===== src/rtl/chess_pkg.sv =====
// Shared definitions for the board validator front end.
//   piece_t      4-bit square code: [2:0] kind, [3] colour (1 = black)
//   kind_t       piece kind constants EMPTY, PAWN .. KING, KIND_BAD
//   COLOUR_BIT   index of the colour bit inside piece_t
//   resp_err_t   response error codes
//   dec_state_t  move_request_decoder FSM states
package chess_pkg;

  typedef logic [3:0] piece_t;
  typedef logic [2:0] kind_t;

  localparam piece_t PIECE_EMPTY = 4'h0;

  localparam kind_t EMPTY    = 3'd0;
  localparam kind_t PAWN     = 3'd1;
  localparam kind_t KNIGHT   = 3'd2;
  localparam kind_t BISHOP   = 3'd3;
  localparam kind_t ROOK     = 3'd4;
  localparam kind_t QUEEN    = 3'd5;
  localparam kind_t KING     = 3'd6;
  localparam kind_t KIND_BAD = 3'd7;

  localparam int unsigned COLOUR_BIT   = 3;
  localparam int unsigned NUM_CHECKERS = 6;

  typedef enum logic [1:0] {
    ERR_NONE    = 2'd0,
    ERR_SRC     = 2'd1,
    ERR_DST     = 2'd2,
    ERR_TIMEOUT = 2'd3
  } resp_err_t;

  typedef enum logic [2:0] {
    ST_IDLE,
    ST_DECODE,
    ST_DISPATCH,
    ST_WAIT,
    ST_RESP
  } dec_state_t;

  function automatic kind_t piece_kind(input piece_t p);
    return p[2:0];
  endfunction

  function automatic logic piece_colour(input piece_t p);
    return p[COLOUR_BIT];
  endfunction

  function automatic logic [2:0] abs_diff(input logic [2:0] a, input logic [2:0] b);
    return (a >= b) ? (a - b) : (b - a);
  endfunction

endpackage


===== src/rtl/move_precheck.sv =====
// Generic legality pre-checks for one move request (purely combinational).
// Ports:
//   src, dst                    piece codes on the source / destination squares
//   old_x, old_y, new_x, new_y  move coordinates
//   side_to_move                0 = white, 1 = black
//   h_delta, v_delta            |new_x-old_x|, |new_y-old_y|
//   err                         0 none, 1 bad source, 2 bad destination / null move
//   sel                         one-hot checker select (bit0 pawn .. bit5 king)
module move_precheck
  import chess_pkg::*;
(
  input  logic [3:0] src,
  input  logic [3:0] dst,
  input  logic [2:0] old_x,
  input  logic [2:0] old_y,
  input  logic [2:0] new_x,
  input  logic [2:0] new_y,
  input  logic       side_to_move,
  output logic [2:0] h_delta,
  output logic [2:0] v_delta,
  output logic [1:0] err,
  output logic [5:0] sel
);

  kind_t     kind;
  logic      src_bad;
  logic      dst_bad;
  resp_err_t code;

  always_comb begin
    kind = piece_kind(src);

    sel = '0;
    case (kind)
      PAWN:    sel = 6'b000001;
      KNIGHT:  sel = 6'b000010;
      BISHOP:  sel = 6'b000100;
      ROOK:    sel = 6'b001000;
      QUEEN:   sel = 6'b010000;
      KING:    sel = 6'b100000;
      default: sel = '0;
    endcase

    src_bad = (src == PIECE_EMPTY) || (kind == EMPTY) || (kind == KIND_BAD) ||
              (piece_colour(src) != side_to_move);

    dst_bad = ((old_x == new_x) && (old_y == new_y)) ||
              ((dst != PIECE_EMPTY) && (piece_colour(dst) == piece_colour(src)));

    code = ERR_NONE;
    if (src_bad) begin
      code = ERR_SRC;
    end else if (dst_bad) begin
      code = ERR_DST;
    end
  end

  assign err     = code;
  assign h_delta = abs_diff(new_x, old_x);
  assign v_delta = abs_diff(new_y, old_y);

endmodule


===== src/rtl/move_request_decoder.sv =====
// Front end of the board validator: accepts a move request, reads source and
// destination squares, runs generic pre-checks, dispatches to the per-piece
// checker and returns one legal/illegal response with an error code.
// Optional feature: define DECODER_TIMEOUT_EN to bound the WAIT state to
// TIMEOUT_CYCLES cycles (response err 3 on expiry).
// Ports:
//   clk, reset                 clock, asynchronous active-high reset
//   req_valid / req_ready      request handshake
//   old_x, old_y, new_x, new_y move squares, sampled on handshake
//   side_to_move               0 = white, 1 = black, sampled on handshake
//   board_in                   board, board_in[y][x] 4-bit piece code
//   h_delta, v_delta           absolute deltas for the checkers
//   piece_type                 latched source-square code
//   chk_start, chk_sel         checker start pulse and one-hot select
//   chk_valid_move/output      per-checker result and result-valid
//   resp_valid / resp_ready    response handshake
//   resp_legal, resp_err       response payload
module move_request_decoder
  import chess_pkg::*;
#(
  parameter int unsigned TIMEOUT_CYCLES = 16
)
(
  input  logic                  clk,
  input  logic                  reset,
  input  logic                  req_valid,
  output logic                  req_ready,
  input  logic [2:0]            old_x,
  input  logic [2:0]            old_y,
  input  logic [2:0]            new_x,
  input  logic [2:0]            new_y,
  input  logic                  side_to_move,
  input  logic [7:0][7:0][3:0]  board_in,
  output logic [2:0]            h_delta,
  output logic [2:0]            v_delta,
  output logic [3:0]            piece_type,
  output logic                  chk_start,
  output logic [5:0]            chk_sel,
  input  logic [5:0]            chk_valid_move,
  input  logic [5:0]            chk_valid_output,
  output logic                  resp_valid,
  input  logic                  resp_ready,
  output logic                  resp_legal,
  output logic [1:0]            resp_err
);

  dec_state_t state_q, state_d;

  logic [2:0]              old_x_q, old_y_q, new_x_q, new_y_q;
  logic                    side_q;
  logic [NUM_CHECKERS-1:0] sel_q;
  piece_t                  piece_q;
  logic [2:0]              hd_q, vd_q;
  logic                    legal_q;
  resp_err_t               err_q;

  piece_t     src, dst;
  logic [2:0] pc_hd, pc_vd;
  logic [1:0] pc_err;
  logic [5:0] pc_sel;
  logic       hit_valid, hit_legal;
  logic       timeout_hit;

  assign src = board_in[old_y_q][old_x_q];
  assign dst = board_in[new_y_q][new_x_q];

  move_precheck u_precheck (
    .src          (src),
    .dst          (dst),
    .old_x        (old_x_q),
    .old_y        (old_y_q),
    .new_x        (new_x_q),
    .new_y        (new_y_q),
    .side_to_move (side_q),
    .h_delta      (pc_hd),
    .v_delta      (pc_vd),
    .err          (pc_err),
    .sel          (pc_sel)
  );

  // Only the selected checker's bits matter; sel_q is one-hot.
  assign hit_valid = |(chk_valid_output & sel_q);
  assign hit_legal = |(chk_valid_move & sel_q);

`ifdef DECODER_TIMEOUT_EN
  localparam int unsigned CNT_W = $clog2(TIMEOUT_CYCLES + 1);

  logic [CNT_W-1:0] wait_cnt_q;

  // Counts completed WAIT cycles; the limit fires during the last allowed cycle
  // so that a result arriving in that same cycle still takes priority.
  assign timeout_hit = (wait_cnt_q == CNT_W'(TIMEOUT_CYCLES - 1));

  always_ff @(posedge clk or posedge reset) begin
    if (reset) begin
      wait_cnt_q <= '0;
    end else if (state_q == ST_DISPATCH) begin
      wait_cnt_q <= '0;
    end else if (state_q == ST_WAIT) begin
      wait_cnt_q <= wait_cnt_q + CNT_W'(1);
    end
  end
`else
  assign timeout_hit = 1'b0;
`endif

  always_ff @(posedge clk or posedge reset) begin
    if (reset) begin
      state_q <= ST_IDLE;
    end else begin
      state_q <= state_d;
    end
  end

  always_comb begin
    state_d    = state_q;
    req_ready  = 1'b0;
    chk_start  = 1'b0;
    chk_sel    = '0;
    resp_valid = 1'b0;
    case (state_q)
      ST_IDLE: begin
        req_ready = 1'b1;
        if (req_valid) state_d = ST_DECODE;
      end
      ST_DECODE: begin
        state_d = (pc_err != ERR_NONE) ? ST_RESP : ST_DISPATCH;
      end
      ST_DISPATCH: begin
        chk_start = 1'b1;
        chk_sel   = sel_q;
        state_d   = ST_WAIT;
      end
      ST_WAIT: begin
        chk_sel = sel_q;
        if (hit_valid || timeout_hit) state_d = ST_RESP;
      end
      ST_RESP: begin
        resp_valid = 1'b1;
        if (resp_ready) state_d = ST_IDLE;
      end
      default: state_d = ST_IDLE;
    endcase
  end

  always_ff @(posedge clk or posedge reset) begin
    if (reset) begin
      old_x_q <= '0;
      old_y_q <= '0;
      new_x_q <= '0;
      new_y_q <= '0;
      side_q  <= 1'b0;
      sel_q   <= '0;
      piece_q <= PIECE_EMPTY;
      hd_q    <= '0;
      vd_q    <= '0;
      legal_q <= 1'b0;
      err_q   <= ERR_NONE;
    end else begin
      case (state_q)
        ST_IDLE: begin
          if (req_valid) begin
            old_x_q <= old_x;
            old_y_q <= old_y;
            new_x_q <= new_x;
            new_y_q <= new_y;
            side_q  <= side_to_move;
          end
        end
        ST_DECODE: begin
          piece_q <= src;
          hd_q    <= pc_hd;
          vd_q    <= pc_vd;
          sel_q   <= pc_sel;
          if (pc_err != ERR_NONE) begin
            legal_q <= 1'b0;
            err_q   <= resp_err_t'(pc_err);
          end
        end
        ST_WAIT: begin
          if (hit_valid) begin
            legal_q <= hit_legal;
            err_q   <= ERR_NONE;
          end else if (timeout_hit) begin
            legal_q <= 1'b0;
            err_q   <= ERR_TIMEOUT;
          end
        end
        default: ;
      endcase
    end
  end

  assign h_delta    = hd_q;
  assign v_delta    = vd_q;
  assign piece_type = piece_q;
  assign resp_legal = legal_q;
  assign resp_err   = err_q;

endmodule


===== config.mk =====
export PLATFORM = sky130hd
export DESIGN_NAME = move_request_decoder
export DESIGN_NICKNAME = d
export VERILOG_FILES = /design/src/rtl/chess_pkg.sv /design/src/rtl/move_precheck.sv /design/src/rtl/move_request_decoder.sv
export SDC_FILE = /design/constraint.sdc
export NUM_CORES = 1
export LEC_CHECK = 0
export BUFFER_PORTS_ARGS = -buffer_cell sky130_fd_sc_hd__buf_2
export CORE_AREA = 2 2 119 121
export DETAILED_ROUTE_END_ITERATION = 12
export DIE_AREA = 0 0 121 123
export HOLD_SLACK_MARGIN = 0.12
export PLACE_DENSITY = 0.71
export SLEW_MARGIN = 10
export SYNTH_ARGS = -nofsm -noshare
export SYNTH_HDL_FRONTEND = slang
export SYNTH_SLANG_ARGS = --single-unit

===== constraint.sdc =====
create_clock -name clk -period 3.8 [get_ports clk]
set_clock_uncertainty 0.2 [all_clocks]
set_input_delay 0.38 -clock clk [delete_from_list [all_inputs] [get_ports clk]]
set_output_delay 0.38 -clock clk [all_outputs]
set_load 0.02 [all_outputs]

==> impl_metrics.prom <==
# TYPE chip_impl_metric gauge
chip_impl_metric{name="post_synthesis_instance_area",unit="µm²"} 5451
chip_impl_info{name="top_signal_layer_used",value="met4"} 1
chip_impl_metric{name="synth-seq-cells",unit=""} 35
chip_impl_metric{name="boundaryPins",unit=""} 307
chip_impl_metric{name="worst_path_largest_cell_delay",unit="ps"} 760
chip_impl_metric{name="dr.first_iter.drc_count",unit=""} 669
chip_impl_metric{name="cp.required",unit="ps"} 3780
chip_impl_metric{name="htreeDepth",unit=""} 2
chip_impl_info{name="ys_dominant_reg_cell",value="dfrtp_1"} 1
chip_impl_metric{name="holdWs",unit="ps"} 141.4
chip_impl_metric{name="routed-wl-met3",unit="µm"} 2288
chip_impl_metric{name="irDropWorstVdd",unit="mV"} 0.3309
chip_impl_info{name="ctsRootBufferMaster",value="clkbuf_16"} 1
chip_impl_info{name="crit_path_start_kind",value="flip-flop"} 1
chip_impl_metric{name="gr-total-overflow",unit=""} 0
chip_impl_metric{name="ff2ff_setup_slack",unit="ps"} 290
chip_impl_metric{name="die_width",unit="µm"} 121
chip_impl_metric{name="synthArstFlopShare",unit="%"} 100.0
chip_impl_metric{name="drtAntennaViolNets",unit=""} 0
chip_impl_metric{name="area.sequential",unit="µm²"} 883.3
chip_impl_metric{name="grt_pass1_vias",unit=""} 6557
chip_impl_metric{name="via_count",unit=""} 6670
chip_impl_metric{name="detail_route.vias_per_cell",unit=""} 6.438
chip_impl_metric{name="core_region_area",unit="µm²"} 13610
chip_impl_metric{name="fillers",unit=""} 1302
chip_impl_metric{name="avgSynthCellArea",unit="µm²"} 9.752
chip_impl_metric{name="crit_buf_inv",unit=""} 0
chip_impl_metric{name="drv_slew",unit=""} 0
chip_impl_info{name="cts_tree",value="done"} 1
chip_impl_metric{name="grt_antenna_before_repair",unit=""} 4
chip_impl_metric{name="final_cycle_utilization_of_the_critical_path",unit="%"} 92.34
chip_impl_info{name="worst_path_cell_chain",value="mux4_2 -> and2_1 -> a2111oi_0 -> a31oi_1 -> nand4_1 -> nor3b_1 -> a211o_1 -> o41ai_2"} 1
chip_impl_metric{name="clock.fmax",unit="MHz"} 285.0
chip_impl_metric{name="timing.critical_path.arrival",unit="ps"} 3490
chip_impl_metric{name="drt-pass1-iter-count",unit=""} 5
chip_impl_metric{name="grt_max_degree",unit=""} 36
chip_impl_metric{name="layout_min_cycle_time",unit="ps"} 3509
chip_impl_metric{name="drc",unit=""} 0
chip_impl_metric{name="cts-buffers-inserted",unit=""} 5
chip_impl_metric{name="wl_met1",unit="µm"} 8999
chip_impl_info{name="category_of_the_most_critical_setup_path",value="flip-flop to flip-flop"} 1
chip_impl_metric{name="layout.cells.non_filler",unit=""} 1036
chip_impl_info{name="critical-path-top-delay-family",value="compound AO/OA/AOI/OAI gates"} 1
chip_impl_metric{name="crit_fanout",unit=""} 31
chip_impl_metric{name="hold_path_depth",unit=""} 3
chip_impl_metric{name="die_height",unit="µm"} 123
chip_impl_metric{name="number_of_cells_in_the_design_after_placement",unit=""} 1018
chip_impl_metric{name="headroom_to_the_max_slew_limit",unit="%"} 41.66
chip_impl_info{name="holdCritPathClass",value="primary input to flip-flop"} 1
chip_impl_metric{name="finalInstanceArea",unit="µm²"} 7345
chip_impl_info{name="hold_end",value="state_q[0]$_DFFE_PP0P_"} 1
chip_impl_metric{name="area_delta_synth_final",unit="%"} 34.73
chip_impl_metric{name="buffer_ports.inserted",unit=""} 306
chip_impl_metric{name="row_cnt",unit=""} 43
chip_impl_metric{name="synthesis.nets",unit=""} 856
chip_impl_info{name="crit_slowest_cell",value="dfrtp_4"} 1
chip_impl_metric{name="drive_above_1_share",unit="%"} 50.23
chip_impl_info{name="timing.rr.start",value="old_y_q[0]$_DFFE_PP0P_"} 1
chip_impl_metric{name="power.leakage",unit="nW"} 3.186
chip_impl_metric{name="post_synth_inst_count",unit=""} 559
chip_impl_metric{name="clock_pin_slew_of_the_registers_on_the_worst_case_setup_and_hold_paths",unit="ps"} 60
chip_impl_info{name="r2r_end",value="resp_err[1]$_DFFE_PP0P_"} 1
chip_impl_info{name="hold_path.startpoint",value="req_valid"} 1
chip_impl_metric{name="synth_enable_flop_cells",unit=""} 0
chip_impl_metric{name="clock_sinks",unit=""} 35
chip_impl_metric{name="p_per_area",unit="nW/µm²"} 763.4
chip_impl_metric{name="timing.max_cap.violations",unit=""} 0
chip_impl_metric{name="finalNetCount",unit=""} 1148
chip_impl_metric{name="ys_seq_area_share",unit="%"} 16.07
chip_impl_metric{name="tns",unit="ps"} 0
chip_impl_metric{name="drt-total-wl",unit="µm"} 23790
chip_impl_info{name="status",value="finished, final reports clean"} 1
chip_impl_info{name="cp-end-kind",value="flip-flop"} 1
chip_impl_metric{name="grtUsageTotal",unit="%"} 31.52
chip_impl_metric{name="actual_transition_at_the_worst_max_transition_pin",unit="ps"} 875.2
chip_impl_metric{name="reg2regPathDepth",unit=""} 8
chip_impl_metric{name="hold_violations",unit=""} 0
chip_impl_metric{name="wl_met2",unit="µm"} 11750
chip_impl_metric{name="initial_core_util",unit="%"} 40.05
chip_impl_info{name="grt_setup_unrepaired",value="false"} 1
chip_impl_metric{name="wl_per_cell",unit="µm"} 22.97
chip_impl_metric{name="setup_viol",unit=""} 0
chip_impl_metric{name="place_hpwl",unit="µm"} 19840
chip_impl_metric{name="synth-warning-count",unit=""} 0
chip_impl_metric{name="cell_area_after_placement",unit="µm²"} 7102
chip_impl_metric{name="grt_first_pass_wirelength",unit="µm"} 36020
chip_impl_metric{name="gp_congestion",unit=""} 1.010
chip_impl_metric{name="ys_types",unit=""} 63
chip_impl_metric{name="multi_input_comb_area",unit="µm²"} 4240
chip_impl_metric{name="worstSkewPairLatency",unit="ps"} 280
chip_impl_metric{name="cts-root-to-sink-buffers",unit=""} 2
chip_impl_metric{name="design.die.area",unit="µm²"} 14880
stage by stage:
step                      utilization [%]  setup WS [ps]  power [W]
after global routing                53.96          97.66   0.006000
after global placement              52.17          446.4   0.005017
after floorplan                         -          847.8   0.003913
after detailed placement            52.17          356.5   0.005035
after CTS                           53.88          336.8   0.005540
final                               53.96          291.0   0.005607
kinds of logic after synthesis:
logic type	after synthesis	synth area share (%)
adders and majority gates	12	3.305
muxes	96	35.44
buffers and inverters	65	6.151
DFF	35	16.07
and+or+nand+nor	226	22.81
AOI/OAI and AO/OA	123	15.91
xor gates and xnor gates	2	0.3214
state kept, by name (all words and copies together) (netlist names):
name        cells
h_delta         3
new_x_q         3
new_y_q         3
old_x_q         3
old_y_q         3
piece_type      4
resp_err        2
resp_legal      1
sel_q           6
side_q          1
state_q         3
v_delta         3
timing repair:
action	in CTS	in global routing
hold endpoints to repair	40	0
gates resized for setup	0	0
hold buffers	6	0
buffers inserted	0	0
how the worst max path moves through the flow:
stage                                      start                 endpoint  slack (ps)  depth (start not counted)
final                     old_y_q[0]$_DFFE_PP0P_  resp_err[1]$_DFFE_PP0P_         290                          8
after global routing      old_y_q[0]$_DFFE_PP0P_  resp_err[1]$_DFFE_PP0P_         100                          9
after CTS                 old_y_q[0]$_DFFE_PP0P_  resp_err[1]$_DFFE_PP0P_         340                          8
after detailed placement  old_y_q[0]$_DFFE_PP0P_  resp_err[1]$_DFFE_PP0P_         360                          8
after global placement    old_y_q[0]$_DFFE_PP0P_  resp_err[1]$_DFFE_PP0P_         450                          9
after floorplan           old_y_q[0]$_DFFE_PP0P_  resp_err[1]$_DFFE_PP0P_         850                         10
synthesized netlist by cell type (6+ instances only):
master | n | area [µm²]
mux4_2 | 77 | 1734
nand2_1 | 51 | 191.4
nor4_1 | 42 | 262.8
dfrtp_1 | 35 | 875.8
nor3_1 | 29 | 145.1
o21ai_0 | 28 | 140.1
nand3_1 | 20 | 100.1
nor2_1 | 20 | 75.07
nor4b_1 | 17 | 148.9
clkbuf_1 | 16 | 60.06
a21oi_1 | 15 | 75.07
buf_2 | 15 | 75.07
inv_1 | 15 | 56.30
mux2i_1 | 13 | 130.1
a22oi_1 | 12 | 90.09
o22ai_1 | 10 | 62.56
a31oi_1 | 9 | 56.30
and2_1 | 9 | 56.30
nor2b_1 | 9 | 56.30
ha_1 | 8 | 100.1
buf_1 | 7 | 26.28
a211oi_1 | 6 | 45.04
mux2_2 | 6 | 67.56
nand4_1 | 6 | 37.54
layout make-up:
type / count / area share, %
multi-input combinational: 459 / 57.73
antenna: 4 / 0.1363
tap: 180 / 3.066
inverter: 17 / 0.8688
sequential: 35 / 12.03
clock inverter: 3 / 0.6474
clock buffer: 5 / 1.704
timing repair buffer: 333 / 23.82
power by group:
group / switching [W] / internal (W)
clock: 0.000161 / 0.000313
sequential: 0.000474 / 0.000544
combinational: 0.00216 / 0.00195
routing by layer:
layer,up-vias,track usage [%]
met4,0,11.05
li1,2900,-
met2,473,53.72
met1,3238,41.20
met5,-,0
met3,59,4.474
worst register-to-register path: stages, from the launching register on:
cell and delay (ps):
dfrtp_4 760, mux4_2 590, and2_1 160, a2111oi_0 490
a31oi_1 110, nand4_1 310, nor3b_1 110, a211o_1 360
o41ai_2 320
placed cells by master, fill, tap and decap left out, types with 4 or more instances in the layout:
cell type	instances
buf_2	306
mux4_2	77
nand2_1	51
nor4_1	42
dfrtp_1	31
nor3_1	29
o21ai_0	28
buf_4	21
nand3_1	20
nor2_1	20
nor4b_1	17
inv_1	15
a21oi_1	15
mux2i_1	13
a22oi_1	12
o22ai_1	10
nor2b_1	9
a31oi_1	9
and2_1	9
ha_1	8
a211oi_1	6
nand4_1	6
mux2_2	6
dlygate4sd3_1	6
a21o_1	5
o41ai_1	5
clkbuf_16	5
diode_2	4
or3_1	4
a211o_1	4
nand2b_1	4
o31ai_1	4
fa_1	4
(Power assumes the default switching activity.)
